**src/rtl/r200lsu.sv**
```systemverilog
// r200lsu: memory-stage load/store unit for the r200 5-stage RV32 pipeline.
//
// Takes the ex_mem slot (address, store data, func3, memrd/memwr), runs one access on a
// req/ack data bus, extends load data, and hands the result toward mem_wb as a one-cycle
// rsp_valid pulse. The pipeline is stalled while a request is being accepted and while the bus
// access is outstanding. Stall drops in the cycle that carries the response.
//
// Parameters
//   TIMEOUT    bus cycles bus_req may wait for bus_ack before the access is aborted (>= 1)
//
// Optional feature (compile-time macro)
//   R200_LSU_MISALIGN_EN  defined: misaligned halfword/word accesses never reach the bus. They
//                         complete one cycle after accept with rsp_err=1 and misalign=1.
//                         undefined: misalign is tied 0 and the low address bits are forced
//                         aligned to the access size.
//
// Ports
//   clk, rst               clock, synchronous active-high reset
//   req_valid/req_ready    ex_mem slot valid / unit idle and able to accept
//   req_memrd, req_memwr   load / store (store wins when both are set)
//   req_func3              RV32 width and sign field
//   req_addr, req_wdata    byte address, store data
//   stall                  freeze IF..MEM pipeline registers
//   rsp_valid              one-cycle completion pulse
//   rsp_rdata              extended load data (0 for stores and errors), held until next response
//   rsp_err, misalign      abort flags, qualified by rsp_valid, held until next response
//   bus_req/bus_ack        bus handshake; bus_rdata valid in the bus_ack cycle
//   bus_we, bus_addr       write strobe, word-aligned address
//   bus_wdata, bus_be      lane-replicated store data, byte enables
module r200lsu #(
    parameter int unsigned TIMEOUT = 16
) (
    input  logic        clk,
    input  logic        rst,
    input  logic        req_valid,
    output logic        req_ready,
    input  logic        req_memrd,
    input  logic        req_memwr,
    input  logic [2:0]  req_func3,
    input  logic [31:0] req_addr,
    input  logic [31:0] req_wdata,
    output logic        stall,
    output logic        rsp_valid,
    output logic [31:0] rsp_rdata,
    output logic        rsp_err,
    output logic        misalign,
    output logic        bus_req,
    output logic        bus_we,
    output logic [31:0] bus_addr,
    output logic [31:0] bus_wdata,
    output logic [3:0]  bus_be,
    input  logic        bus_ack,
    input  logic [31:0] bus_rdata
);

    // Counter only has to reach TIMEOUT-1: the abort happens on the TIMEOUT-th waiting cycle.
    localparam int unsigned CntW = (TIMEOUT > 1) ? $clog2(TIMEOUT) : 1;
    localparam logic [CntW-1:0] CntLast = CntW'(TIMEOUT - 1);

    typedef enum logic [1:0] {
        StIdle,
        StBus,
        StDone
    } state_e;

    state_e          state;
    logic [CntW-1:0] cnt;

    // Attributes of the access in flight, captured at accept.
    logic [1:0]      op_lane;
    logic [1:0]      op_size;
    logic            op_uns;
    logic            op_store;

    logic            accept;
    logic            is_half;
    logic            is_word;
    logic [1:0]      lane;
    logic [3:0]      be_d;
    logic [31:0]     wdata_d;

`ifdef R200_LSU_MISALIGN_EN
    logic            addr_bad;
    logic            misalign_q;
`endif

    // func3[1:0]: 00 byte, 01 half, 1x word (covers 010 and the reserved 011/110/111).
    // func3[2] selects zero extension for loads.
    function automatic logic [31:0] load_extend(
        input logic [31:0] word,
        input logic [1:0]  ln,
        input logic [1:0]  size,
        input logic        uns
    );
        logic [7:0]  b;
        logic [15:0] h;
        b = word[{ln, 3'b000} +: 8];
        h = ln[1] ? word[31:16] : word[15:0];
        case (size)
            2'b00:   load_extend = {{24{b[7] & ~uns}}, b};
            2'b01:   load_extend = {{16{h[15] & ~uns}}, h};
            default: load_extend = word;
        endcase
    endfunction

    always_comb begin
        accept  = req_valid & (req_memrd | req_memwr);
        is_half = (req_func3[1:0] == 2'b01);
        is_word = req_func3[1];
`ifdef R200_LSU_MISALIGN_EN
        addr_bad = (is_half & req_addr[0]) | (is_word & (req_addr[1:0] != 2'b00));
        lane     = req_addr[1:0];
`else
        // Without misalign detection the access is silently aligned to its size.
        if (is_word) begin
            lane = 2'b00;
        end else if (is_half) begin
            lane = {req_addr[1], 1'b0};
        end else begin
            lane = req_addr[1:0];
        end
`endif
    end

    // Byte enables and replicated store data; loads read the whole word.
    always_comb begin
        be_d    = 4'b1111;
        wdata_d = 32'd0;
        if (req_memwr) begin
            case (req_func3[1:0])
                2'b00: begin
                    be_d    = 4'b0001 << lane;
                    wdata_d = {4{req_wdata[7:0]}};
                end
                2'b01: begin
                    be_d    = 4'b0011 << {lane[1], 1'b0};
                    wdata_d = {2{req_wdata[15:0]}};
                end
                default: begin
                    be_d    = 4'b1111;
                    wdata_d = req_wdata;
                end
            endcase
        end
    end

    always_ff @(posedge clk) begin
        if (rst) begin
            state     <= StIdle;
            cnt       <= '0;
            op_lane   <= 2'b00;
            op_size   <= 2'b00;
            op_uns    <= 1'b0;
            op_store  <= 1'b0;
            bus_req   <= 1'b0;
            bus_we    <= 1'b0;
            bus_addr  <= 32'd0;
            bus_wdata <= 32'd0;
            bus_be    <= 4'b0000;
            rsp_valid <= 1'b0;
            rsp_rdata <= 32'd0;
            rsp_err   <= 1'b0;
`ifdef R200_LSU_MISALIGN_EN
            misalign_q <= 1'b0;
`endif
        end else begin
            case (state)
                StIdle: begin
                    if (accept) begin
                        cnt       <= '0;
                        op_lane   <= lane;
                        op_size   <= req_func3[1:0];
                        op_uns    <= req_func3[2];
                        op_store  <= req_memwr;
                        bus_we    <= req_memwr;
                        bus_addr  <= {req_addr[31:2], 2'b00};
                        bus_wdata <= wdata_d;
                        bus_be    <= be_d;
`ifdef R200_LSU_MISALIGN_EN
                        if (addr_bad) begin
                            // Rejected without touching the bus.
                            bus_req    <= 1'b0;
                            rsp_valid  <= 1'b1;
                            rsp_rdata  <= 32'd0;
                            rsp_err    <= 1'b1;
                            misalign_q <= 1'b1;
                            state      <= StDone;
                        end else begin
                            bus_req <= 1'b1;
                            state   <= StBus;
                        end
`else
                        bus_req <= 1'b1;
                        state   <= StBus;
`endif
                    end
                end

                StBus: begin
                    // Ack is checked first so an ack on the last allowed cycle still succeeds.
                    if (bus_ack) begin
                        bus_req   <= 1'b0;
                        rsp_valid <= 1'b1;
                        rsp_rdata <= op_store ? 32'd0
                                              : load_extend(bus_rdata, op_lane, op_size, op_uns);
                        rsp_err   <= 1'b0;
`ifdef R200_LSU_MISALIGN_EN
                        misalign_q <= 1'b0;
`endif
                        state     <= StDone;
                    end else if (cnt == CntLast) begin
                        bus_req   <= 1'b0;
                        rsp_valid <= 1'b1;
                        rsp_rdata <= 32'd0;
                        rsp_err   <= 1'b1;
`ifdef R200_LSU_MISALIGN_EN
                        misalign_q <= 1'b0;
`endif
                        state     <= StDone;
                    end else begin
                        cnt <= cnt + 1'b1;
                    end
                end

                StDone: begin
                    rsp_valid <= 1'b0;
                    state     <= StIdle;
                end

                default: begin
                    bus_req   <= 1'b0;
                    rsp_valid <= 1'b0;
                    state     <= StIdle;
                end
            endcase
        end
    end

`ifdef R200_LSU_MISALIGN_EN
    assign misalign = misalign_q;
`else
    assign misalign = 1'b0;
`endif

    assign req_ready = (state == StIdle);
    assign stall     = ((state == StIdle) && accept) || (state == StBus);

endmodule
```
**config.mk**
```make
export PLATFORM = sky130hd
export DESIGN_NAME = r200lsu
export DESIGN_NICKNAME = d
export VERILOG_FILES = /design/src/rtl/r200lsu.sv
export SDC_FILE = /design/constraint.sdc
export NUM_CORES = 1
export LEC_CHECK = 0
export CAP_MARGIN = 20
export CORE_UTILIZATION = 42
export CTS_CLUSTER_DIAMETER = 100
export DETAILED_ROUTE_END_ITERATION = 8
export GPL_TIMING_DRIVEN = 0
export PLACE_DENSITY = 0.92
export SLEW_MARGIN = 20
export SYNTH_ARGS = -nofsm -noshare
export SYNTH_HDL_FRONTEND = slang
export SYNTH_SLANG_ARGS = --single-unit
export TNS_END_PERCENT = 30
```
**constraint.sdc**
```tcl
create_clock -name clk -period 2.4 [get_ports clk]
set_clock_uncertainty 0.05 [all_clocks]
set_input_delay 0.48 -clock clk [delete_from_list [all_inputs] [get_ports clk]]
set_output_delay 0.48 -clock clk [all_outputs]
set_load 0.005 [all_outputs]
```
==> metrics <==
H-tree level count=4; starting density of the core=0.434; fmax=0.441 GHz; most common cell after layout, fill and taps aside=clkdlybuf4s50_1; outcome=finished clean; pwr dens=710 mW/mm²; chip width=108 µm; Critical Path AT=1.74 ns; Post-synth EDFFs=0; DP Wirelength=approximately 12 mm; grt total ovfl=0; CP Launch Point=req_memrd; Num CTS Buffers=17; P_leak=0.00287 µW; min-delay worst type=flop to flop; Synth Warn #=0; root buffer cell=clkbuf_16; worst-path maximum fanout=4; library cells used by synthesis=52; R2R cell count=6; number of diodes=0; Fillers=860; CP Capture Type=output pin; Die Area=roughly 0.012 mm²; critical path required time=roughly 1.9 ns; Avg Cell Area, Syn=9.03 µm²; critical register-to-register path startpoint=cnt[0]$_SDFFE_PP0P_; crit start category=input pin; Reg clk slew, reported paths=0.05 ns; worst vdd ir=about 0.43 mV; Core Area=0.0109 mm²; predominant post-synthesis flop cell=dfxtp_1; placer congestion estimate=0.857; Worst-Skew Late Latency=slightly above 0.4 ns; routed wire length=between 15 and 20 mm; vias in the first global route=4904; most frequent cells in the layout=203 x clkdlybuf4s50_1, 113 x dfxtp_1, 102 x nand2_1, 53 x a21oi_1, 43 x o21ai_0; final hold vios=0; final worst-path cycle share=0.944; Total Routing Usage GR=0.274; sequential fraction of the synthesis area=0.476; Vias/cell=between 5 and 6; share of layout cells above drive strength 1=0.0942; Port-buffer cells=just over 200; TritonCTS clock tree=done; WL/cell=17.6 µm; drt drc=0; standard-cell rows=38; post-route insts no fill=~900; # setup viols final=0; RSZ-0062 raised after global routing=no; slew margin rel.=0.577; max-slew violations=0; CTS sink count=113; R2R Setup Slk=0.33 ns; worst slew pin tran=between 0.6 and 0.7 ns; remaining antenna violation count=0; ys async rst share=0; largest net degree at the start of global routing=17; fin nets=857; DRT Pass-1 Iters=4; synthesized instance count=526; DP Cell Count=873; crit path to=stall; mapped cell area=0.00475 mm²; cts hold-fix bufs=0; first-pass GRT wire length=between 20 and 25 mm; I/O pins=212; maxcap violations=0; Initial DRC Count=277; Die Y=108 µm; clk buf depth=2; initial antenna violation count=0; area grow syn2layout=59.9%; worst r2r dst=rsp_rdata[28]$_SDFFE_PP0P_; synthesized flop and latch total=113; final core utilization=0.695; kind of critical path=input pin to output pin; DR vias=just under 5000; crit path time final=between 2 and 2.5 ns
[worst max-delay path, cell delays in order]
cell and delay (ns):
clkdlybuf4s50_1 0.43, or2_4 0.26, and2_4 0.15, or2_2 0.29, clkbuf_2 0.12
[Yosys cell counts (2+ instances only)]
master	count	area [µm²]
dfxtp_1	113	2260
nand2_1	102	383
a21oi_1	53	265
o21ai_0	43	215
mux2i_1	31	310
clkbuf_1	26	97.6
nor2_1	18	67.6
nand2b_1	17	106
buf_2	11	55.1
nor2b_1	11	68.8
a221o_1	10	100
a22o_1	9	78.8
a32o_1	8	80.1
mux2_2	8	90.1
o2bb2ai_1	7	61.3
a221o_2	6	67.6
a211oi_1	3	22.5
a311oi_1	3	26.3
buf_4	3	22.5
inv_1	3	11.3
nand3_1	3	15.0
and2_1	2	12.5
and3_1	2	12.5
buf_1	2	7.51
buf_6	2	22.5
nand3b_1	2	15.0
nor3_1	2	10.0
nor3b_2	2	25.0
[report_power, final]
part | leakage (µW) | switching (µW) | total, µW | internal, µW
clock network | 0.000285 | 869 | 2580 | 1710
logic | 0.00166 | 347 | 784 | 436
registers | 0.000921 | 56.7 | 2030 | 1970
[worst min path at each step]
| stage | start | slack, ns | cells past startpoint | end |
|---|---|---|---|---|
| floorplan | bus_wdata[10]$_SDFFE_PP0P_ | 0.40 | 2 | bus_wdata[10]$_SDFFE_PP0P_ |
| CTS | bus_wdata[20]$_SDFFE_PP0P_ | 0.40 | 2 | bus_wdata[20]$_SDFFE_PP0P_ |
| detailed placement | bus_wdata[20]$_SDFFE_PP0P_ | 0.39 | 2 | bus_wdata[20]$_SDFFE_PP0P_ |
| global route | bus_addr[24]$_SDFFE_PP0P_ | 0.42 | 2 | bus_addr[24]$_SDFFE_PP0P_ |
| finish | bus_addr[20]$_SDFFE_PP0P_ | 0.40 | 2 | bus_addr[20]$_SDFFE_PP0P_ |
| global placement | bus_wdata[23]$_SDFFE_PP0P_ | 0.39 | 2 | bus_wdata[23]$_SDFFE_PP0P_ |
[registers in the layout, summed over array words and instances (netlist names)]
signal,count
bus_addr,30
bus_be,4
op_store,1
op_uns,1
op_lane,2
op_size,2
rsp_valid,1
cnt,4
state,2
rsp_err,1
rsp_rdata,32
bus_req,1
bus_wdata,32
[metal layers]
layer	routed length, µm	track usage
met2	7710	0.457
met3	1080	0.0657
met4	851	0.200
met5	0	0
met1	6280	0.305
[stage by stage]
step           TNS, ns  setup WS [ns]  power [µW]  hold slack (ns)  cell area [µm²]
5_1_grt              0         0.0853        5570            0.422             7600
3_5_place_dp     -2.12         -0.492        2840            0.392             6980
6_report             0          0.134        5390            0.402             7600
4_1_cts              0         0.0427        5420            0.404             7590
2_1_floorplan        0          0.496        2370            0.399             4760
3_3_place_gp    -0.987         -0.494        2810            0.387             6980
[cell families after synthesis]
logic type	count (synthesis)	share of synthesized area
compound gates	153	0.219
other cells	1	0.000790
xor+xnor	1	0.00184
fa+ha+maj	1	0.00263
simple gates	170	0.167
buf+inv	47	0.0456
mux	40	0.0875
flops	113	0.476
[timing repair]
item	4_1_cts	5_1_grt
resized for setup	7	2
buffers inserted	1	0
pin swaps	0	0
endpoints found under the setup margin	1	1
[layout make-up]
class	instances	area, µm²	area share
clock inverters	9	130	0.0171
repair buffers	206	2050	0.270
flip-flops and latches	113	2260	0.298
multi-input cells	368	2290	0.301
clock buffers	23	478	0.0629
inverters	3	11.3	0.00148
plain buffers	42	196	0.0259
well taps	140	175	0.0231
Note: power is estimated with default switching activity, not from simulation.
